File: src/rtl/if_stage.sv
// if_stage: program counter, IF/ID register and an 8-deep return-address stack for CALL/RET.
module if_stage (
    input  logic        clk,
    input  logic        rst_n,
    input  logic        stall,
    output logic [18:0] imem_addr,
    input  logic [18:0] imem_rdata,
    input  logic        id_jump,
    input  logic        id_push,
    input  logic        id_ret,
    input  logic [18:0] id_jump_target,
    input  logic        ex_branch_taken,
    input  logic [18:0] ex_branch_target,
    output logic [18:0] if_id_instr,
    output logic [18:0] if_id_pc,
    output logic        if_id_valid,
    output logic        ras_overflow,
    output logic        ras_underflow
);
    logic [18:0] pc;
    logic [18:0] ras [8];
    logic [3:0]  sp;
    logic [2:0]  top_idx;
    logic        idq, do_ret, do_push, do_jmp, redirect;
    logic [18:0] ras_top, next_pc;

    assign imem_addr = pc;

    always_comb begin
        idq      = if_id_valid & ~stall & ~ex_branch_taken;
        do_ret   = idq & id_ret;
        do_push  = idq & id_push & ~id_ret;
        do_jmp   = idq & id_jump;
        redirect = ex_branch_taken | do_ret | do_jmp;
        top_idx  = sp[2:0] - 3'd1;
        ras_top  = (sp == 4'd0) ? 19'd0 : ras[top_idx];
        next_pc  = ex_branch_taken ? ex_branch_target :
                   do_ret          ? ras_top :
                   do_jmp          ? id_jump_target :
                   stall           ? pc : pc + 19'd1;
    end

    always_ff @(posedge clk or negedge rst_n) begin
        if (!rst_n) begin
            pc            <= '0;
            if_id_instr   <= '0;
            if_id_pc      <= '0;
            if_id_valid   <= 1'b0;
            sp            <= '0;
            ras_overflow  <= 1'b0;
            ras_underflow <= 1'b0;
        end else begin
            pc <= next_pc;
            if (redirect) begin
                if_id_instr <= '0;
                if_id_pc    <= '0;
                if_id_valid <= 1'b0;
            end else if (!stall) begin
                if_id_instr <= imem_rdata;
                if_id_pc    <= pc;
                if_id_valid <= 1'b1;
            end
            if (do_ret) begin
                if (sp == 4'd0) ras_underflow <= 1'b1;
                else sp <= sp - 4'd1;
            end else if (do_push) begin
                if (sp[3]) ras_overflow <= 1'b1;
                else sp <= sp + 4'd1;
            end
        end
    end

    // stack storage is deliberately left out of reset
    always_ff @(posedge clk) begin
        if (do_push && !sp[3]) ras[sp[2:0]] <= if_id_pc + 19'd1;
    end
endmodule
File: config.mk
export PLATFORM = sky130hd
export DESIGN_NAME = if_stage
export DESIGN_NICKNAME = d
export VERILOG_FILES = /design/src/rtl/if_stage.sv
export SDC_FILE = /design/constraint.sdc
export NUM_CORES = 1
export LEC_CHECK = 0
export ABC_CLOCK_PERIOD_IN_PS = 4500
export CAP_MARGIN = 20
export CORE_UTILIZATION = 50
export DETAILED_ROUTE_END_ITERATION = 7
export DONT_BUFFER_PORTS = 1
export PLACE_DENSITY = 0.69
export SYNTH_ARGS = -nofsm -noshare
export SYNTH_HDL_FRONTEND = slang
export SYNTH_SLANG_ARGS = --single-unit
File: constraint.sdc
create_clock -name clk -period 4.5 [get_ports clk]
set_input_delay 0.45 -clock clk [delete_from_list [all_inputs] [get_ports clk]]
set_output_delay 0.45 -clock clk [all_outputs]
set_load 0.01 [all_outputs]
==> results of run 1 <==
==> worst reg2reg max path, cell delays in order (launching register included) <==
cell	delay, ns
dfrtp_1	0.52
inv_1	0.10
ha_1	0.88
buf_4	0.36
mux4_1	0.32
a22o_1	0.24
a211oi_1	0.21
o22ai_1	0.10
==> cell usage in the layout (no fill, tap or decap), types with 3 or more instances in the layout <==
cell type and count:
a211o_1 4, a211oi_1 3, a21o_1 4, a21oi_1 16, a221oi_1 6, a22o_1 38
a31oi_1 7, and3_1 7, and4_1 6, buf_4 14, clkbuf_1 7, clkbuf_16 23
clkinv_1 5, dfrtp_1 63, edfxtp_1 152, ha_1 4, inv_1 10, mux2i_1 4
mux4_1 8, mux4_2 30, nand2_1 56, nand3_1 11, nand4_1 16, nor2_1 31
nor3_1 6, nor3_2 5, o21ai_0 10, o22ai_1 19, xnor2_1 22, xor2_1 13
==> layer usage <==
layer	GRT usage	up-vias	wire [um]
li1	-	2438	-
met1	0.330	2901	9320
met2	0.401	318	11400
met3	0.0547	31	2050
met4	0.0745	0	413
met5	0	-	0
==> final cells by class <==
type                       instances  share of cell area
sequential                       216               0.598
multi-input combinational        353               0.285
clock buffer                      32              0.0610
tap                              229              0.0278
timing repair buffer              17              0.0165
clock inverter                     8             0.00825
inverter                          11             0.00400
==> flip-flops by register name, indices dropped and copies added, names as in the netlist <==
name           flops
if_id_instr       19
if_id_pc          19
ras_underflow      1
imem_addr         19
sp                 4
ras              152
ras_overflow       1
if_id_valid        1
==> power breakdown <==
part           switching [mW]  leakage, nW  internal, mW
Clock                   0.715        0.348          1.08
Sequential              0.178         2.20          2.23
Combinational           0.793         1.19         0.632
==> timing repair <==
item | in CTS | in global routing
hold buffers | 2 | 0
setup buffers | 0 | 0
hold endpoints to repair | 64 | 0
==> worst paths after layout <==
check | slack, ns | depth (start not counted) | to | start
min reg2reg | 0.56 | 1 | ras_underflow$_DFFE_PN0P_ | ras_underflow$_DFFE_PN0P_
max in group asynchronous | 3.72 | 2 | sp[0]$_DFFE_PN0P_ | rst_n
min in group asynchronous | 0.50 | 2 | imem_addr[18]$_DFFE_PN0P_ | rst_n
max | 1.65 | 7 | imem_addr[17]$_DFFE_PN0P_ | sp[1]$_DFFE_PN0P_
min | 0.08 | 1 | if_id_instr[3]$_DFFE_PN0P_ | imem_rdata[3]
max reg2reg | 1.65 | 7 | imem_addr[17]$_DFFE_PN0P_ | sp[1]$_DFFE_PN0P_
==> logic make-up after synthesis <==
| logic type | after synthesis | share of synthesized area |
|---|---|---|
| adders and majority gates | 4 | 0.00537 |
| and+or+nand+nor | 153 | 0.0805 |
| muxes | 42 | 0.0994 |
| buffers and inverters | 50 | 0.0263 |
| DFF | 216 | 0.662 |
| xor gates and xnor gates | 35 | 0.0329 |
| AOI/OAI and AO/OA | 119 | 0.0935 |
==> per-stage QoR <==
stage	hold WS, ns	cell area (sq um)	util	worst slack (ns)	power, mW
6_report	0.0829	10300	0.570	1.65	5.63
5_1_grt	0.0796	10300	0.570	1.46	5.85
4_1_cts	0.0698	10300	0.570	1.64	5.65
3_5_place_dp	0.156	9570	0.529	1.65	3.85
3_3_place_gp	0.156	9540	0.527	1.69	3.82
2_1_floorplan	0.154	9310	-	1.46	3.48
==> results_dict.tcl, run 1 <==
set metrics [dict create \
    final.fill_count 1369 \
    leakage_nw 3.74 \
    status "finished with violations" \
    drv_slew 0 \
    failed_checks "design-rule violations" \
    antenna_left 0 \
    ctsRootBufferMaster "clkbuf_16" \
    seq_area_frac_synth 0.662 \
    antenna_cells 0 \
    crit_family "adder cells" \
    cts_made_buffers 22 \
    hold_viol_final 0 \
    synthTopCellsByCount "edfxtp_1 (152), dfrtp_1 (64), nand2_1 (56)" \
    peakVddDrop_mv 0.304 \
    cts_buffer_depth 3 \
    pin_count 124 \
    globalRouteOverflowTotal 0 \
    die_w_um 138 \
    tightest_slew_ns 1.04 \
    dp.cells 824 \
    ys_warn_count 0 \
    core_area_sq_um 18100 \
    fin_nets 689 \
    syn_area_sq_um 9310 \
    clock_sinks 216 \
    worstPathMaxFanout 20 \
    grt_pass1_wl_mm 35.2 \
    synth_edf_count 152 \
    start_kind "flip-flop" \
    maxCapViolations 0 \
    ys_ff_latch 216 \
    crit_buf_inv 2 \
    synthTopCellsByArea "edfxtp_1 (49%), dfrtp_1 (17%), mux4_2 (7.3%)" \
    drc 44 \
    cts_resized 0 \
    cts_tree "built" \
    clk_latency_ns 0.51 \
    multiInputGateArea_sq_um 2940 \
    drt_wl_total_mm 23.2 \
    postSynth.asyncResetShare 0.296 \
    finalNonFillerCells 866 \
    synthMostInstantiatedCell "edfxtp_1" \
    post_drt_wl_per_cell_um 26.8 \
    hold_class "in2reg" \
    grt_pass1_vias 5602 \
    syn-instance-count 619 \
    clock_skew_ns 0.0116 \
    critPathMaxStageDelay_ns 0.88 \
    powerDensity_nw_per_um2 545 \
    fmax_mhz 351 \
    firstDrtPassIters 8 \
    timing.setup.tns_ns 0 \
    setup_violations 0 \
    crit_chain "inv_1, ha_1, buf_4, mux4_1, a22o_1, a211oi_1, o22ai_1" \
    dr_total_vias 5688 \
    rsz0062_at_grt "no" \
    max-slew-margin-rel 0.303 \
    synth_ff_type "edfxtp_1" \
    clkTransAtPathRegs_ns 0.06 \
    synth_top_area_share 0.490 \
    io_buffers 0 \
    die_height_um 138 \
    synth.distinct_cells 52 \
    synth.net_count 687 \
    track_usage 0.245 \
    dr.first_iter.drc_count 606 \
    crit_type "reg2reg" \
    final_layout_size_suffix_gt1_frac 0.138 \
    period_minus_slack_ns 2.85 \
    final-seq-area_sq_um 6170 \
    cp.arrival_ns 3.24 \
    grt_max_degree 65 \
    syn_area_per_cell_sq_um 15.0 \
    yosys.area.top_type "edfxtp_1" \
    min_period_over_period 0.634 \
    antenna_found_initial 0 \
    worstPathRequired_ns 4.89 \
    htreeDepth 1 \
    core.rowCount 49 \
    start_util 0.515 \
    viasPerCell 6.57 \
    crit_slowest_cell "ha_1" \
    hpwl_mm 15.2 \
    die_area_sq_um 19200 \
    syn_to_final_growth_pct 10.8 \
    gp_congestion 0.877 \
    end_kind "flip-flop" \
]
Note: power is estimated with default switching activity, not from simulation.
==> run 2: changes to the inputs <==
- ABC_CLOCK_PERIOD_IN_PS: 4500 -> 2950
- clock period: 4.5 -> 2.95 ns (I/O delays scaled with it)
==> run 2 against run 1 <==
  * Sequential share of layout area down 1.7 points
  * Clock-buffer cell count down 5
  * Global-route usage is 1.3 points higher
  * Clock skew is 0.0042 ns higher
  * Register-to-register slack got worse by 1.4 ns
  * Critical path depth up 2
  * Die area unchanged
  * Flip-flop and latch count did not move
  * The run still ends with design-rule violations left
  * Wire length up 3.5%
  * Combinational power grew 59%
  * Total power grew 51%
==> results_dict.tcl, run 2 (synthesis gave the netlist of run 1 again) <==
set metrics [dict create \
    status "finished with violations" \
    failed_checks "design-rule violations" \
    seqPwrFrac 0.433 \
    ctsRootBufferMaster "clkbuf_16" \
    hold_slack_ns 0.00548 \
    crit_slowest_cell "dlygate4sd3_1" \
    post_drt_wl_per_cell_um 26.6 \
    pin_count 124 \
    antenna_found_initial 1 \
    antenna_left 0 \
    drv_slew 0 \
    die_w_um 138 \
    crit_top_cell "nand2_1" \
    cts_made_buffers 21 \
    max-slew-margin-rel 0.275 \
    end_kind "flip-flop" \
    start_kind "flip-flop" \
    worstPathMaxFanout 10 \
    hpwl_mm 15.6 \
    syn_to_final_growth_pct 14.0 \
    dr_total_vias 5947 \
    core_area_sq_um 18100 \
    critPathMaxStageDelay_ns 0.59 \
    dr.first_iter.drc_count 482 \
    drt_wl_total_mm 24.0 \
    fin_nets 727 \
    clk_latency_ns 0.49 \
    final_common_cell "edfxtp_1" \
    period_minus_slack_ns 2.72 \
    powerDensity_nw_per_um2 802 \
    crit_chain "inv_1, ha_2, buf_4, mux4_2, nand2_1, nand2_1, a222oi_1, dlygate4sd3_1, o31ai_1" \
    grt_max_degree 65 \
    cp.arrival_ns 3.09 \
    track_usage 0.258 \
    fmax_mhz 367 \
    cts_tree "built" \
    htreeDepth 1 \
    io_buffers 0 \
    worstPathRequired_ns 3.32 \
    cts_buffer_depth 3 \
    min_period_over_period 0.923 \
    rsz0062_at_grt "no" \
    drc 45 \
    postCtsSetupBuffers 0 \
    tightest_slew_ns 1.08 \
    grt_pass1_vias 5918 \
    largest_reg_flops 152 \
    mostFrequentLayoutCells "edfxtp_1 (152), dfrtp_1 (62), nand2_1 (56)" \
    maxCapViolations 0 \
    core.rowCount 49 \
    start_util 0.515 \
    timing.setup.tns_ns 0 \
    dp.cells 837 \
    viasPerCell 6.59 \
    p_clk_frac 0.302 \
    die_area_sq_um 19200 \
    clkTransAtPathRegs_ns 0.06 \
    pwr-share-comb 0.265 \
    netSwitchingPower_mw 2.61 \
    hold_class "in2reg" \
    gp_congestion 0.854 \
    peakVddDrop_mv 0.412 \
    firstDrtPassIters 7 \
    finalNonFillerCells 903 \
    clock_skew_ns 0.0159 \
    globalRouteOverflowTotal 0 \
    grt_pass1_wl_mm 36.9 \
    hold_viol_final 0 \
    internal_power_mw 5.91 \
    p_sw_frac 0.306 \
    setup_violations 0 \
    leakage_nw 3.88 \
    final_layout_size_suffix_gt1_frac 0.153 \
    die_height_um 138 \
    crit_type "reg2reg" \
    clock_sinks 216 \
]
run 2: cell types whose count changed in the layout (fill, tap and decap cells not counted), sizes merged:
cell | before | now
dlygate4sd3 | 1 | 27
buf | 16 | 29
clkbuf | 32 | 27
clkinv | 7 | 9
diode | 0 | 1
run 2: area by class of cell:
cell class                      count  area, sq um
Fill cell                        1353         7470
Inverter                           11         41.3
Clock inverter                     10         97.6
Sequential cell                   216         6170
Clock buffer                       27          548
Timing Repair Buffer               56          533
Antenna cell                        1         2.50
Multi-Input combinational cell    353         2940
Tap cell                          229          287
run 2: worst paths after layout:
check	start	to	slack, ns	depth (start not counted)
worst max-delay path	sp[1]$_DFFE_PN0P_	imem_addr[12]$_DFFE_PN0P_	0.23	9
worst min-delay path	ex_branch_taken	imem_addr[13]$_DFFE_PN0P_	0.005	2
worst max register to register	sp[1]$_DFFE_PN0P_	imem_addr[12]$_DFFE_PN0P_	0.23	9
worst min register to register	if_id_instr[0]$_DFFE_PN0P_	if_id_instr[0]$_DFFE_PN0P_	0.58	1
max in group asynchronous	rst_n	if_id_pc[14]$_DFFE_PN0P_	2.26	2
min in group asynchronous	rst_n	sp[3]$_DFFE_PN0P_	0.41	2
run 2: worst max-delay path: cells and delay by family, from the launching register on:
kind	cells	cell delay, ns
adder cells (fa/ha/maj)	1	0.44
AND/OR/NAND/NOR	2	0.13
flip-flops	1	0.47
buffers and inverters	3	0.89
AO/OA/AOI/OAI	2	0.36
multiplexers	1	0.31
run 2: stage by stage:
stage	utilization	total power [mW]	cell area, sq um	worst slack, ns
final	0.587	8.52	10600	0.228
after detailed placement	0.535	5.92	9670	0.499
after CTS	0.586	8.51	10600	0.0855
after floorplan	-	5.31	9310	0.0643
after global placement	0.535	5.87	9670	0.567
after global routing	0.587	8.85	10600	0.0257
run 2: what timing repair did:
item	4_1_cts	5_1_grt
hold buffers	27	1
resized for setup	0	2
endpoints found under the hold margin	88	1
setup endpoints to repair	0	1
run 2: power by group through the flow:
stage / Combinational, mW / Sequential, mW / Clock, mW
floorplan: 1.70 / 3.61 / 0
global placement: 2.14 / 3.73 / 0
detailed placement: 2.18 / 3.74 / 0
CTS: 2.25 / 3.68 / 2.58
global route: 2.45 / 3.70 / 2.70
finish: 2.26 / 3.69 / 2.57
run 2: routing by layer:
metal  vias to the layer above  wire [um]  track usage
met3                        52       2390       0.0648
met5                         -          0            0
met1                      3033       9040        0.324
met4                         0        819        0.101
met2                       352      11700        0.434
li1                       2510          -            -
